**src/rtl/store_buffer.sv**
```systemverilog
// Store path for the data-memory interface: alignment check, lane byte-enable and data
// replication, a DEPTH-entry FIFO drained over req/ack, and load-vs-pending-store detection.
module store_buffer #(
    parameter int unsigned DATA_W = 32,
    parameter int unsigned ADDR_W = 32,
    parameter int unsigned DEPTH  = 4
) (
    input  logic                     clk,
    input  logic                     rst,
    input  logic                     st_valid,
    output logic                     st_ready,
    input  logic [1:0]               st_size,
    input  logic [ADDR_W-1:0]        st_addr,
    input  logic [DATA_W-1:0]        st_data,
    output logic                     st_ades,
    output logic                     mem_req,
    output logic [ADDR_W-1:0]        mem_addr,
    output logic [DATA_W/8-1:0]      mem_be,
    output logic [DATA_W-1:0]        mem_wdata,
    input  logic                     mem_ack,
    input  logic [ADDR_W-1:0]        ld_addr,
    output logic                     ld_conflict,
    output logic [$clog2(DEPTH):0]   count
);

    localparam int unsigned BE_W  = DATA_W / 8;
    localparam int unsigned OFF_W = $clog2(BE_W);
    localparam int unsigned PTR_W = $clog2(DEPTH);
    localparam int unsigned CNT_W = PTR_W + 1;
    localparam logic [CNT_W-1:0] FULL = CNT_W'(DEPTH);

    logic [ADDR_W-1:0] addr_q [DEPTH];
    logic [BE_W-1:0]   be_q   [DEPTH];
    logic [DATA_W-1:0] data_q [DEPTH];

    logic [PTR_W-1:0] head_q, head_d;
    logic [PTR_W-1:0] tail_q, tail_d;
    logic [CNT_W-1:0] count_q, count_d;

    logic [OFF_W-1:0]  lane;
    logic              word_sel;
    logic [BE_W-1:0]   be_c;
    logic [DATA_W-1:0] wdata_c;
    logic [ADDR_W-1:0] addr_c;
    logic              misalign;
    logic              push;
    logic              pop;
    logic              unused_ld_low;

    assign lane     = st_addr[OFF_W-1:0];
    // Upper-word select only exists on a 64-bit bus.
    assign word_sel = (DATA_W == 64) ? st_addr[2] : 1'b0;
    assign addr_c   = {st_addr[ADDR_W-1:OFF_W], OFF_W'(0)};
    assign unused_ld_low = ^ld_addr[OFF_W-1:0];

    always_comb begin
        be_c    = '0;
        wdata_c = '0;
        case (st_size)
            2'b00: begin
                be_c    = BE_W'(1) << lane;
                wdata_c = {(DATA_W/8){st_data[7:0]}};
            end
            2'b01: begin
                be_c    = BE_W'(2'b11) << lane;
                wdata_c = {(DATA_W/16){st_data[15:0]}};
            end
            2'b10: begin
                be_c    = BE_W'(4'hF) << {word_sel, 2'b00};
                wdata_c = {(DATA_W/32){st_data[31:0]}};
            end
            default: begin
                be_c    = '1;
                wdata_c = st_data;
            end
        endcase
    end

    always_comb begin
        misalign = 1'b0;
        case (st_size)
            2'b00:   misalign = 1'b0;
            2'b01:   misalign = st_addr[0];
            2'b10:   misalign = |st_addr[1:0];
            default: misalign = (DATA_W != 64) || (|st_addr[2:0]);
        endcase
    end

    assign st_ades  = st_valid && misalign;
    assign st_ready = (count_q != FULL) && !rst;
    assign mem_req  = (count_q != '0);
    assign push     = st_valid && st_ready && !st_ades;
    assign pop      = mem_req && mem_ack;

    always_comb begin
        head_d  = head_q;
        tail_d  = tail_q;
        count_d = count_q + CNT_W'(push) - CNT_W'(pop);
        if (push) tail_d = tail_q + PTR_W'(1);
        if (pop)  head_d = head_q + PTR_W'(1);
    end

    always_comb begin
        mem_addr  = '0;
        mem_be    = '0;
        mem_wdata = '0;
        if (mem_req) begin
            mem_addr  = addr_q[head_q];
            mem_be    = be_q[head_q];
            mem_wdata = data_q[head_q];
        end
    end

    // Entry i is live when its distance from the head is below the occupancy.
    always_comb begin
        logic [PTR_W-1:0] rel;
        rel         = '0;
        ld_conflict = 1'b0;
        for (int unsigned i = 0; i < DEPTH; i++) begin
            rel = PTR_W'(i) - head_q;
            if (({1'b0, rel} < count_q) &&
                (addr_q[i][ADDR_W-1:OFF_W] == ld_addr[ADDR_W-1:OFF_W])) begin
                ld_conflict = 1'b1;
            end
        end
    end

    assign count = count_q;

    always_ff @(posedge clk or posedge rst) begin
        if (rst) begin
            head_q  <= '0;
            tail_q  <= '0;
            count_q <= '0;
            for (int unsigned i = 0; i < DEPTH; i++) begin
                addr_q[i] <= '0;
                be_q[i]   <= '0;
                data_q[i] <= '0;
            end
        end else begin
            head_q  <= head_d;
            tail_q  <= tail_d;
            count_q <= count_d;
            if (push) begin
                addr_q[tail_q] <= addr_c;
                be_q[tail_q]   <= be_c;
                data_q[tail_q] <= wdata_c;
            end
        end
    end

endmodule

```
**config.mk**
```make
export PLATFORM = sky130hd
export DESIGN_NAME = store_buffer
export DESIGN_NICKNAME = d
export VERILOG_FILES = /design/src/rtl/store_buffer.sv
export SDC_FILE = /design/constraint.sdc
export NUM_CORES = 1
export LEC_CHECK = 0
export BUFFER_PORTS_ARGS = -buffer_cell sky130_fd_sc_hd__buf_4
export CORE_AREA = 2 2 157 159
export CTS_CLUSTER_SIZE = 28
export DETAILED_ROUTE_END_ITERATION = 10
export DIE_AREA = 0 0 159 161
export MAX_ROUTING_LAYER = met4
export PLACE_DENSITY = 0.9
export SETUP_SLACK_MARGIN = 0.15
export SYNTH_ARGS = -nofsm -noshare
export SYNTH_HDL_FRONTEND = slang
export SYNTH_SLANG_ARGS = --single-unit
```
**constraint.sdc**
```tcl
create_clock -name clk -period 9.85 [get_ports clk]
set_input_delay 0.985 -clock clk [delete_from_list [all_inputs] [get_ports clk]]
set_output_delay 0.985 -clock clk [all_outputs]
set_load 0.1 [all_outputs]
```
==> results of run 1 <==
-- path summary, 6_finish.rpt --
| check | from | end | slack [ns] | cells past startpoint |
|---|---|---|---|---|
| max in group asynchronous | rst | addr_q[103] | 6.94 | 4 |
| min in group asynchronous | rst | data_q[67] | 0.64 | 2 |
| max | head_q[0] | ld_conflict | 4.68 | 7 |
| min | data_q[45] | data_q[45] | 0.48 | 2 |
| max reg2reg | count[1] | data_q[120] | 6.80 | 5 |
| min reg2reg | data_q[45] | data_q[45] | 0.48 | 2 |
-- routing by layer --
metal / vias up / routed length (um)
met3: 93 / 3130
li1: 4121 / -
met2: 438 / 17300
met5: - / 0
met1: 4886 / 13800
met4: 0 / 1370
-- metrics by stage --
step,cells,utilization [%],setup slack [ns]
4_1_cts,1571,68.1,4.70
2_1_floorplan,1087,-,1.40
6_report,1571,68.1,4.68
5_1_grt,1571,68.1,4.48
3_5_place_dp,1521,64.1,5.30
3_3_place_gp,1521,64.1,5.28
-- sequential cells by signal, summed over array words and instances, names as in the netlist --
| signal | cells |
|---|---|
| addr_q | 120 |
| count | 3 |
| data_q | 128 |
| head_q | 2 |
| be_q | 16 |
| tail_q | 2 |
-- synthesized netlist by cell type --
cell / instances / area [um^2]
o21ai_0: 90 / 450
nand3_1: 4 / 20.0
a211oi_2: 1 / 12.5
o21a_1: 1 / 7.51
nand3_2: 1 / 10.0
buf_4: 4 / 30.0
nor4_1: 14 / 87.6
dfrtp_1: 271 / 6780
xnor2_1: 61 / 534
clkbuf_1: 38 / 143
buf_2: 26 / 130
ha_1: 10 / 125
o22ai_2: 1 / 12.5
a21oi_1: 5 / 25.0
mux2i_1: 24 / 240
buf_6: 2 / 22.5
nor2_1: 10 / 37.5
and2_1: 68 / 425
nand4_1: 19 / 119
conb_1: 1 / 3.75
nor2b_1: 1 / 6.26
inv_1: 15 / 56.3
nand2_1: 93 / 349
fa_1: 1 / 20.0
or4_1: 2 / 15.0
xor2_1: 65 / 569
mux4_2: 66 / 1490
mux2_2: 184 / 2070
buf_1: 2 / 7.51
a2111oi_0: 4 / 35.0
a2111o_1: 2 / 22.5
-- worst reg2reg max path: stages, from the launching register on --
cell and delay [ns]:
dfrtp_1 0.46, nor2_1 0.15, a211oi_2 0.73, nand3_4 0.65, buf_4 0.57, mux2_2 0.38
-- cell families after synthesis --
kind of cell               after synthesis
and+or+nand+nor                        212
xor gates and xnor gates               126
muxes                                  274
AOI/OAI and AO/OA                      104
other                                    1
buffers and inverters                   87
DFF                                    271
adders and majority gates               11
-- cell usage in the layout (no fill, tap or decap), types with 2 or more instances in the layout --
cell	count
nand2_1	92
inv_1	14
dfrtp_1	269
and2_1	68
nand4_1	19
conb_1	2
ha_1	10
buf_4	182
clkinv_2	5
mux2i_1	24
clkbuf_8	5
a2111oi_0	4
xnor2_1	61
o21ai_0	90
clkbuf_1	6
a2111o_1	2
mux2_2	184
clkbuf_16	29
bufinv_16	3
a21oi_1	5
or4_1	2
nand3_4	4
nor4_1	14
xor2_1	65
nor2_1	10
mux4_2	66
-- cell type report --
class                           instances  area [um^2]  area share, %
Sequential cell                       271         6790           41.6
Multi-Input combinational cell        729         6740           41.3
Timing Repair Buffer                  182         1370           8.38
Clock buffer                           40          817           5.01
Tap cell                              324          405           2.49
Clock inverter                         10          131          0.806
Inverter                               15         63.8          0.391
==> impl_metrics.json, run 1 <==
{
  "hold_ws_ns": 0.478,
  "cts_setup_buffers": 0,
  "tightest_slew_ns": 0.963,
  "antenna_cells": 0,
  "port_buffers": 172,
  "die_h_um": 161,
  "wl_per_cell_um": 22.7,
  "rsz0062_at_grt": "false",
  "endpoint_kind": "output pin",
  "fmax_mhz": 193,
  "synth_compound_area_share_pct": 4.08,
  "nFillCells": 1656,
  "drv_slew": 0,
  "path_cells": "buf_4 -> a21oi_1 -> a2111oi_0 -> nand4_1 -> or4_1 -> nand4_1 -> buf_4",
  "start_util_pct": 57.8,
  "yosys-mux-area-fraction_pct": 27.4,
  "core_area_um2": 24000,
  "relSlewSlack_pct": 35.6,
  "syn-cell-area_um2": 13900,
  "synthAdderAreaFrac_pct": 1.05,
  "die_x_um": 159,
  "cp_top_family": "buffers and inverters",
  "first_pass_iters": 5,
  "gr-usage-all-layers_pct": 29.1,
  "finalSetupViolCount": 0,
  "critPathMaxStageDelay_ns": 0.90,
  "cts_resized": 0,
  "crit_path_start_kind": "flop",
  "arrival_ns": 4.19,
  "grt.busiest_layer": "met2",
  "tns_ns": 0,
  "synth-xor-area-share_pct": 7.96,
  "drv_cap": 0,
  "hold_viol_final": 0,
  "clk_latency_ns": 0.54,
  "skew_ns": 0.0131,
  "grt_pass1_vias": 9985,
  "use_met3_pct": 6.06,
  "io_pins": 177,
  "ys_warn_count": 0,
  "cts.sinks": 271,
  "cts_hold_buf": 0,
  "post_dp_cell_area_um2": 15400,
  "cts-buffers-inserted": 29,
  "slowest_stage": "dfrtp_4",
  "syn_area_per_cell_um2": 12.8,
  "run_status": "finished, final reports clean",
  "period_minus_slack_ns": 5.17,
  "vias": 9538,
  "crit_buf_inv": 2,
  "finish.instance_area_um2": 16300,
  "crit_fanout": 37,
  "cts_buffer_depth": 3,
  "post-route-period-util_pct": 52.5,
  "antenna_left": 0,
  "gp_congestion": 0.999,
  "vias_per_cell": 6.07,
  "synth_top_family_by_area": "multiplexers",
  "final_layout_size_suffix_gt1_share_pct": 39.0,
  "grt_max_degree": 129,
  "synthSimpleGateAreaFrac_pct": 7.72,
  "holdCritPathClass": "flop to flop",
  "drt_iter0_markers": 729,
  "overflow": 0,
  "crit_type": "flop to output pin",
  "layout.nets": 1341,
  "yosysSeqAreaShare_pct": 48.9,
  "use_met2_pct": 46.0,
  "grt_pass1_wl_mm": 56.6,
  "yosysUniqueCellTypes": 31,
  "ys_ff_latch": 271,
  "drc_errors": 0,
  "clockRootBuffer": "clkbuf_16",
  "grt.met1_usage_pct": 37.7,
  "syn_inst": 1086,
  "h-tree-depth": 1,
  "required_ns": 8.87,
  "cts_tree": "built",
  "rows": 57,
  "clk_pin_slew_ns": 0.06,
  "area_growth_syn_to_layout_pct": 17.7,
  "routed_wl_mm": 35.6,
  "hpwlAfterDp_mm": 23.9,
  "die_area_um2": 25600,
  "antenna_found_initial": 0
}
Power of run 1 is not shown: default switching activity piles up to over one toggle a cycle in this logic, so the estimate is an artifact.
==> run 2, diff against run 1 <==
==> constraint.sdc (replaced) <==
create_clock -name clk -period 4.9 [get_ports clk]
set_input_delay 0.49 -clock clk [delete_from_list [all_inputs] [get_ports clk]]
set_output_delay 0.49 -clock clk [all_outputs]
set_load 0.1 [all_outputs]
==> impl_metrics.json, run 2 (same netlist as run 1, synthesis figures left out) <==
{
  "period_minus_slack_ns": 4.32,
  "hold_viol_final": 0,
  "reg_top3": "data_q: 128 flops, addr_q: 120 flops, be_q: 16 flops",
  "routed_wl_mm": 35.7,
  "die_h_um": 161,
  "nFillCells": 1614,
  "port_buffers": 172,
  "finalSetupViolCount": 0,
  "final_layout_size_suffix_gt1_share_pct": 39.3,
  "grt_pass1_wl_mm": 56.6,
  "grt_max_degree": 180,
  "h-tree-depth": 1,
  "clockRootBuffer": "clkbuf_16",
  "critPathMaxStageDelay_ns": 0.96,
  "rsz0062_at_grt": "false",
  "required_ns": 4.41,
  "relSlewSlack_pct": 31.5,
  "first_pass_iters": 5,
  "tightest_slew_ns": 1.02,
  "crit_path_start_kind": "flop",
  "crit_fanout": 41,
  "antenna_left": 0,
  "gr-usage-all-layers_pct": 29.1,
  "cts_tree": "built",
  "cts.sinks": 271,
  "die_x_um": 159,
  "fmax_mhz": 232,
  "start_util_pct": 57.8,
  "wl_per_cell_um": 22.6,
  "drv_cap": 0,
  "crit_type": "flop to output pin",
  "largest_reg_flops": 128,
  "area_growth_syn_to_layout_pct": 18.9,
  "clk_pin_slew_ns": 0.06,
  "drv_slew": 0,
  "overflow": 0,
  "drc_errors": 0,
  "io_pins": 177,
  "layout_commonest_cell": "dfrtp_1",
  "die_area_um2": 25600,
  "cts-buffers-inserted": 30,
  "grt_pass1_vias": 10027,
  "cts_buffer_depth": 3,
  "cts_hold_buf": 0,
  "skew_ns": 0.0199,
  "multiInputGateArea_um2": 6740,
  "antenna_found_initial": 2,
  "rows": 57,
  "cp_top_family": "compound AO/OA/AOI/OAI gates",
  "arrival_ns": 3.83,
  "post-route-period-util_pct": 88.1,
  "tns_ns": 0,
  "drt_iter0_markers": 722,
  "largest_register": "data_q",
  "holdCritPathClass": "input port to asynchronous set/reset pin",
  "vias_per_cell": 6.01,
  "crit_top_cell": "nand4_1",
  "clk_latency_ns": 0.55,
  "layout_common_cells": "dfrtp_1 (269), mux2_2 (184), buf_4 (180)",
  "run_status": "finished, final reports clean",
  "cts_resized": 0,
  "cts_setup_buffers": 0,
  "seqCellArea_um2": 6790,
  "hpwlAfterDp_mm": 23.6,
  "layout.nets": 1343,
  "core_area_um2": 24000,
  "slowest_stage": "dfrtp_4",
  "vias": 9490,
  "gp_congestion": 0.934,
  "crit_buf_inv": 2,
  "path_cells": "xor2_1 -> inv_1 -> ha_1 -> a2111o_1 -> a2111oi_0 -> nand4_1 -> nand4_1 -> buf_4",
  "endpoint_kind": "output pin"
}
run 2: final cells by class:
type | instances | share of cell area (%)
Inverter | 15 | 0.365
Sequential cell | 271 | 41.2
Multi-Input combinational cell | 729 | 40.9
Antenna cell | 2 | 0.0304
Clock inverter | 10 | 0.987
Timing Repair Buffer | 183 | 8.57
Clock buffer | 44 | 5.49
Tap cell | 324 | 2.46
run 2: worst paths after layout:
check	cells after the start	slack, ns	from	to
max in group asynchronous	3	3.57	rst	data_q[15]
setup / recovery	8	0.58	head_q[0]	ld_conflict
min in group clk	2	0.20	st_addr[9]	addr_q[9]
hold reg to reg	2	0.47	be_q[14]	be_q[14]
hold / removal	2	0.03	rst	data_q[98]
setup reg to reg	7	1.88	count[1]	data_q[9]
run 2: routing by layer:
layer	global-route usage, %	vias up	wire length [um]	share of wire [%]
met5	-	-	0	0
met4	11.6	0	1520	4.3
met3	6.78	99	2870	8.0
met2	46.1	432	17100	48
met1	36.8	4821	14200	40
li1	-	4138	-	-
run 2: worst register-to-register path, cell delays in order (launching register included):
cell and delay [ns]:
dfrtp_1 0.45, nor2_1 0.13, a211oi_2 0.74, nand3_4 0.58
buf_4 0.52, buf_4 0.29, nand2_1 0.07, o21ai_0 0.08
run 2: per-stage QoR:
step	worst slack (ns)	hold slack, ns	area [um^2]	cells	utilization [%]
2_1_floorplan	0.829	0.445	13900	1087	-
3_3_place_gp	1.37	0.457	15400	1522	64.3
3_5_place_dp	1.32	0.466	15400	1522	64.3
4_1_cts	0.727	0.0413	16500	1576	68.7
5_1_grt	0.555	0.0755	16500	1578	68.7
6_report	0.585	0.0300	16500	1578	68.7
Power of run 2 is left out for the same reason.
